**config.mk**
```make
export PLATFORM = sky130hd
export DESIGN_NAME = bus_dev_fifo_flat
export DESIGN_NICKNAME = d
export VERILOG_FILES = /design/src/rtl/bus_dev_fifo_if.sv /design/src/rtl/bus_dev_fifo.sv /design/src/flat_wrapper.sv
export SDC_FILE = /design/constraint.sdc
export NUM_CORES = 1
export LEC_CHECK = 0
export CORE_UTILIZATION = 62
export DETAILED_ROUTE_END_ITERATION = 10
export GPL_ROUTABILITY_DRIVEN = 0
export GPL_TIMING_DRIVEN = 0
export PLACE_DENSITY = 0.92
export SKIP_CTS_REPAIR_TIMING = 1
export SYNTH_ARGS = -nofsm -noshare
export SYNTH_HDL_FRONTEND = slang
export SYNTH_SLANG_ARGS = --single-unit
```
**constraint.sdc**
```tcl
create_clock -name clk -period 5.8 [get_ports clk]
set_input_delay 0.87 -clock clk [delete_from_list [all_inputs] [get_ports clk]]
set_output_delay 0.87 -clock clk [all_outputs]
set_load 0.01 [all_outputs]
```
**src/rtl/bus_dev_fifo_if.sv**
```systemverilog
// ============================================================================
// Module      : bus_dev_fifo_if
// Description : Host-side and arbiter-side handshake bundle of bus_dev_fifo.
// Revision    : 1.0 - initial release
// ============================================================================
`default_nettype none

interface bus_dev_fifo_if #(
  parameter int pckg_sz = 16,
  parameter int depth   = 8
) ();
  logic                     tx_valid;
  logic [pckg_sz-1:0]       tx_data;
  logic                     tx_ready;
  logic                     pndng;
  logic [pckg_sz-1:0]       D_pop;
  logic                     pop;
  logic                     push;
  logic [pckg_sz-1:0]       D_push;
  logic                     rx_valid;
  logic [pckg_sz-1:0]       rx_data;
  logic                     rx_ready;
  logic [$clog2(depth):0]   tx_count;
  logic [$clog2(depth):0]   rx_count;
  logic [7:0]               rx_drop_cnt;
  logic                     pop_err;

  // The queue itself
  modport slave (
    input  tx_valid, tx_data, pop, push, D_push, rx_ready,
    output tx_ready, pndng, D_pop, rx_valid, rx_data,
           tx_count, rx_count, rx_drop_cnt, pop_err
  );

  // Host logic plus arbiter port, seen from outside the queue
  modport master (
    output tx_valid, tx_data, pop, push, D_push, rx_ready,
    input  tx_ready, pndng, D_pop, rx_valid, rx_data,
           tx_count, rx_count, rx_drop_cnt, pop_err
  );
endinterface

`default_nettype wire

```
**src/rtl/bus_dev_fifo.sv**
```systemverilog
// ============================================================================
// Module      : bus_dev_fifo
// Description : Per-device TX/RX FWFT queues with destination-ID filtering.
// Revision    : 1.0 - initial release
// ============================================================================
`default_nettype none

module bus_dev_fifo #(
  parameter int         pckg_sz   = 16,
  parameter int         depth     = 8,
  parameter logic [7:0] id        = 8'd0,
  parameter logic [7:0] broadcast = 8'hFF
) (
  input  wire logic      clk,
  input  wire logic      reset,
  bus_dev_fifo_if.slave  bus
);

  localparam int AW = $clog2(depth);
  localparam int CW = AW + 1;
  localparam logic [CW-1:0] c_full = CW'(depth);

  logic [pckg_sz-1:0] tx_mem_q [depth];
  logic [pckg_sz-1:0] tx_mem_d [depth];
  logic [pckg_sz-1:0] rx_mem_q [depth];
  logic [pckg_sz-1:0] rx_mem_d [depth];

  logic [AW-1:0] tx_wp_q, tx_wp_d, tx_rp_q, tx_rp_d;
  logic [AW-1:0] rx_wp_q, rx_wp_d, rx_rp_q, rx_rp_d;
  logic [CW-1:0] tx_cnt_q, tx_cnt_d, rx_cnt_q, rx_cnt_d;
  logic [7:0]    drop_q, drop_d;
  logic          perr_q, perr_d;
  logic          rdy_q, rdy_d;

  logic          tx_wr, tx_rd, rx_wr, rx_rd, rx_acc;
  logic [7:0]    rx_dst;

  // rdy_q holds tx_ready low through reset and releases it one edge later
  assign bus.tx_ready    = rdy_q && (tx_cnt_q != c_full);
  assign bus.pndng       = (tx_cnt_q != '0);
  assign bus.D_pop       = bus.pndng ? tx_mem_q[tx_rp_q] : '0;
  assign bus.rx_valid    = (rx_cnt_q != '0);
  assign bus.rx_data     = bus.rx_valid ? rx_mem_q[rx_rp_q] : '0;
  assign bus.tx_count    = tx_cnt_q;
  assign bus.rx_count    = rx_cnt_q;
  assign bus.rx_drop_cnt = drop_q;
  assign bus.pop_err     = perr_q;

  always_comb begin
    tx_wr    = bus.tx_valid && bus.tx_ready;
    tx_rd    = bus.pop && bus.pndng;
    rx_dst   = bus.D_push[pckg_sz-1 -: 8];
    rx_acc   = bus.push && ((rx_dst == id) || (rx_dst == broadcast));
    rx_rd    = bus.rx_valid && bus.rx_ready;
    // A full RX queue still takes a packet when the host frees a slot this cycle
    rx_wr    = rx_acc && ((rx_cnt_q != c_full) || rx_rd);

    tx_mem_d = tx_mem_q;
    rx_mem_d = rx_mem_q;
    tx_wp_d  = tx_wp_q;
    tx_rp_d  = tx_rp_q;
    rx_wp_d  = rx_wp_q;
    rx_rp_d  = rx_rp_q;
    tx_cnt_d = tx_cnt_q;
    rx_cnt_d = rx_cnt_q;
    drop_d   = drop_q;
    perr_d   = perr_q | (bus.pop && !bus.pndng);
    rdy_d    = 1'b1;

    if (tx_wr) begin
      tx_mem_d[tx_wp_q] = bus.tx_data;
      tx_wp_d           = tx_wp_q + AW'(1);
    end
    if (tx_rd) tx_rp_d = tx_rp_q + AW'(1);
    if (tx_wr && !tx_rd) tx_cnt_d = tx_cnt_q + CW'(1);
    if (!tx_wr && tx_rd) tx_cnt_d = tx_cnt_q - CW'(1);

    if (rx_wr) begin
      rx_mem_d[rx_wp_q] = bus.D_push;
      rx_wp_d           = rx_wp_q + AW'(1);
    end
    if (rx_rd) rx_rp_d = rx_rp_q + AW'(1);
    if (rx_wr && !rx_rd) rx_cnt_d = rx_cnt_q + CW'(1);
    if (!rx_wr && rx_rd) rx_cnt_d = rx_cnt_q - CW'(1);

    if (rx_acc && !rx_wr && (drop_q != 8'hFF)) drop_d = drop_q + 8'd1;
  end

  always_ff @(posedge clk or posedge reset) begin
    if (reset) begin
      tx_wp_q  <= '0;
      tx_rp_q  <= '0;
      rx_wp_q  <= '0;
      rx_rp_q  <= '0;
      tx_cnt_q <= '0;
      rx_cnt_q <= '0;
      drop_q   <= '0;
      perr_q   <= 1'b0;
      rdy_q    <= 1'b0;
    end else begin
      tx_wp_q  <= tx_wp_d;
      tx_rp_q  <= tx_rp_d;
      rx_wp_q  <= rx_wp_d;
      rx_rp_q  <= rx_rp_d;
      tx_cnt_q <= tx_cnt_d;
      rx_cnt_q <= rx_cnt_d;
      drop_q   <= drop_d;
      perr_q   <= perr_d;
      rdy_q    <= rdy_d;
    end
  end

  // Storage needs no reset: heads are masked to zero while a queue is empty
  always_ff @(posedge clk) begin
    tx_mem_q <= tx_mem_d;
    rx_mem_q <= rx_mem_d;
  end

endmodule

`default_nettype wire
```
**src/flat_wrapper.sv**
```systemverilog
// flat-port wrapper written by rule: the top's interface ports become plain ports
module bus_dev_fifo_flat 
#(
  parameter int         pckg_sz   = 16,
  parameter int         depth     = 8,
  parameter logic [7:0] id        = 8'd0,
  parameter logic [7:0] broadcast = 8'hFF
)
  (clk, reset, bus_tx_valid, bus_tx_data, bus_pop, bus_push, bus_D_push, bus_rx_ready, bus_tx_ready, bus_pndng, bus_D_pop, bus_rx_valid, bus_rx_data, bus_tx_count, bus_rx_count, bus_rx_drop_cnt, bus_pop_err);
  bus_dev_fifo_if #(.pckg_sz(pckg_sz), .depth(depth)) bus_i ();
  input  wire logic clk;
  input  wire logic reset;
  input wire logic [$bits(bus_i.tx_valid)-1:0] bus_tx_valid;
  input wire logic [$bits(bus_i.tx_data)-1:0] bus_tx_data;
  input wire logic [$bits(bus_i.pop)-1:0] bus_pop;
  input wire logic [$bits(bus_i.push)-1:0] bus_push;
  input wire logic [$bits(bus_i.D_push)-1:0] bus_D_push;
  input wire logic [$bits(bus_i.rx_ready)-1:0] bus_rx_ready;
  output wire logic [$bits(bus_i.tx_ready)-1:0] bus_tx_ready;
  output wire logic [$bits(bus_i.pndng)-1:0] bus_pndng;
  output wire logic [$bits(bus_i.D_pop)-1:0] bus_D_pop;
  output wire logic [$bits(bus_i.rx_valid)-1:0] bus_rx_valid;
  output wire logic [$bits(bus_i.rx_data)-1:0] bus_rx_data;
  output wire logic [$bits(bus_i.tx_count)-1:0] bus_tx_count;
  output wire logic [$bits(bus_i.rx_count)-1:0] bus_rx_count;
  output wire logic [$bits(bus_i.rx_drop_cnt)-1:0] bus_rx_drop_cnt;
  output wire logic [$bits(bus_i.pop_err)-1:0] bus_pop_err;
  assign bus_i.tx_valid = bus_tx_valid;
  assign bus_i.tx_data = bus_tx_data;
  assign bus_i.pop = bus_pop;
  assign bus_i.push = bus_push;
  assign bus_i.D_push = bus_D_push;
  assign bus_i.rx_ready = bus_rx_ready;
  assign bus_tx_ready = bus_i.tx_ready;
  assign bus_pndng = bus_i.pndng;
  assign bus_D_pop = bus_i.D_pop;
  assign bus_rx_valid = bus_i.rx_valid;
  assign bus_rx_data = bus_i.rx_data;
  assign bus_tx_count = bus_i.tx_count;
  assign bus_rx_count = bus_i.rx_count;
  assign bus_rx_drop_cnt = bus_i.rx_drop_cnt;
  assign bus_pop_err = bus_i.pop_err;
  bus_dev_fifo #(.pckg_sz(pckg_sz), .depth(depth), .id(id), .broadcast(broadcast)) u_core (.clk(clk), .reset(reset), .bus(bus_i));
endmodule
```
==> summary.md <==
| Metric | Value |
|---|---|
| Synth Net Count | around 630 |
| WL final | 25.6 mm |
| Skew-Pair Late Insertion Delay | between 500 and 600 ps |
| Predominant post-synthesis flop cell | edfxtp_1 |
| Initial antenna violation count | 0 |
| Num rows | 49 |
| Final slew viol count | 0 |
| Avg Inst Size Synth | about 20 um2 |
| Residual DRC count | 16 |
| Post-synthesis sequential area ratio | 0.734 |
| Synthesized area | between 0.01 and 0.015 mm2 |
| Routed WL per cell | roughly 26 um |
| Largest net degree at the start of global routing | 31 |
| Required @ worst endpoint | between 4000 and 5000 ps |
| # clock sinks | around 290 |
| First-pass GRT wire length | 38.3 mm |
| Initial Utilization | 0.636 |
| Static Leak | roughly 4.8 nW |
| WHS | roughly 470 ps |
| Synthesis-to-finish area growth | 21.3% |
| Cell count after placement | 922 |
| CTS tree | done |
| Dpl ws | 1610 ps |
| Crit path DAT | approximately 3200 ps |
| Clock Skew | approximately 25 ps |
| Clock root buffer | clkbuf_16 |
| GRT overflow | 0 |
| Chip width | between 100 and 150 um |
| Final hold vios | 0 |
| Worst-margin pin slew | around 1200 ps |
| Fin cells | 975 |
| Routed vias/inst | approximately 6.4 |
| Total number of vias | about 6200 |
| Die area | 0.0191 mm2 |
| Core Box Area | ~0.018 mm2 |
| CP endpoint kind | output port |
| Nets | ~770 |
| Synth Instances | ~580 |
| Die Y | around 140 um |
| Critical path class | reg -> out |
| Via count of the first global-routing pass | between 6000 and 7000 |
| Synth warn | 0 |
| Crit path max fanout | 10 |
| Period utilisation layout | 0.697 |
| Cell area power density | about 470 mW/mm2 |
| H-tree Lvls | 1 |
| CTS Buffer Depth | 3 |
| Min Tclk post-route | approximately 4000 ps |
| Post-synth EDFFs | 256 |
| Seq cells post-synth | about 290 |
| Clock-pin slew on the worst setup and hold paths | 60 ps |
| I/O pin count | 90 |
| Post-DP HPWL | 16.0 mm |
| Critical Path Source Type | flop |
| Max Cap Violations | 0 |
| Share of cells above drive strength 1 | 0.240 |
| RSZ-0062 raised after global routing | false |
| Setup TNS after final layout | 0 ps |
| Maximum vdd ir drop | approximately 0.33 mV |
| Asr flop ratio synth | 0.105 |
| Status | complete, but fails checks |
| Max-slew headroom | 0.204 |
| Routed Antenna Nets | 0 |
| CTS Buf Count | 28 |
| Failing checks | design-rule violations |
| GRT Util Overall | 0.278 |
| Endpoints failing setup | 0 |
| Final Worst Setup Slack | 1760 ps |
| Max Clock Freq | ~250 MHz |
| Port Buffers | roughly 90 |
| DR iter-0 viols | 510 |
| Hold Crit Class | reg -> reg |
| Synth cell types | 49 |
| Diodes inserted | 0 |
| Length of the first detailed-routing pass in iterations | 8 |
## logic make-up after synthesis
logic type                 after synthesis  share of synthesized area
adders and majority gates               12                     0.0137
muxes                                  106                      0.164
and+or+nand+nor                         96                     0.0442
buffers and inverters                   40                     0.0158
xor gates and xnor gates                21                     0.0160
AOI/OAI and AO/OA                       19                     0.0121
DFF                                    286                      0.734
other                                    1                   0.000326
## worst max-delay path: stages (launching register included)
cell and delay [ps]:
dfrtp_1 350, clkbuf_1 320, clkbuf_1 680, mux4_2 390, mux2i_1 70, nor2_1 220
clkdlybuf4s50_1 590
## report_power, final
group,internal (mW),switching [mW]
clock network,1.09,0.757
registers,2.39,0.110
logic,1.14,1.06
## cells in the final DEF (no fill, tap or decap), drive strengths merged, types with 13 or more instances in the layout
master,synthesis,layout
clkbuf,10,47
nor2,43,43
edfxtp,256,256
inv,11,13
clkdlybuf4s50,0,89
buf,19,43
dfrtp,30,30
mux2i,34,34
mux4,64,64
## layer usage
layer / part of all wire / up-vias / global-route usage
li1: - / 2626 / -
met1: 0.35 / 3203 / 0.338
met2: 0.54 / 346 / 0.499
met3: 0.073 / 69 / 0.0471
met4: 0.038 / 0 / 0.116
met5: 0 / - / 0
## synthesized netlist by cell type (4+ instances only)
library cell	number	share of area
mux2_4	4	0.0052
ha_1	11	0.012
dfrtp_1	30	0.065
inv_1	9	0.0029
buf_1	4	0.0013
nand2_1	9	0.0029
nor3_1	4	0.0017
nand3_1	5	0.0022
mux4_2	64	0.13
xor2_1	10	0.0076
buf_2	13	0.0057
clkbuf_1	10	0.0033
xnor2_1	11	0.0084
mux2i_1	34	0.030
edfxtp_1	256	0.67
nor2_1	42	0.014
nand2b_1	6	0.0033
nand4_1	4	0.0022
nor4_1	9	0.0049
## layout make-up
cell class	instances	area [um2]
buffer	29	140
clock buffer	37	786
clock inverter	15	155
fill	875	4140
inverter	11	41.3
multi-input combinational	255	2950
sequential	286	8440
tap	229	287
timing repair buffer	113	1150
## per-stage QoR
step,area [um2],power (mW),utilization
5_1_grt,13900,6.78,0.771
2_1_floorplan,11500,3.82,-
3_3_place_gp,12700,4.57,0.701
4_1_cts,13900,6.56,0.770
6_report,13900,6.54,0.771
3_5_place_dp,13000,4.69,0.718
## flip-flops by register name, indices dropped and copies added (netlist names)
name / count
u_core.rx_mem_q: 128
u_core.tx_mem_q: 128
u_core.bus.rx_drop_cnt: 8
u_core.bus.rx_count: 4
u_core.bus.tx_count: 4
u_core.rx_rp_q: 3
u_core.rx_wp_q: 3
u_core.tx_rp_q: 3
u_core.tx_wp_q: 3
u_core.bus.pop_err: 1
u_core.rdy_q: 1
## final timing paths
check	startpoint	endpoint	slack (ps)	cells after the start
setup / recovery	u_core.tx_rp_q[1]	bus_D_pop[8]	1760	6
hold / removal	u_core.bus.pop_err	u_core.bus.pop_err	470	1
setup reg to reg	u_core.bus.tx_count[0]	u_core.bus.tx_count[3]	2880	10
hold reg to reg	u_core.bus.pop_err	u_core.bus.pop_err	470	1
max in group asynchronous	reset	u_core.bus.tx_count[1]	4730	3
min in group asynchronous	reset	u_core.rx_rp_q[2]	610	2
No activity file was read; power rests on OpenSTA's default activity.
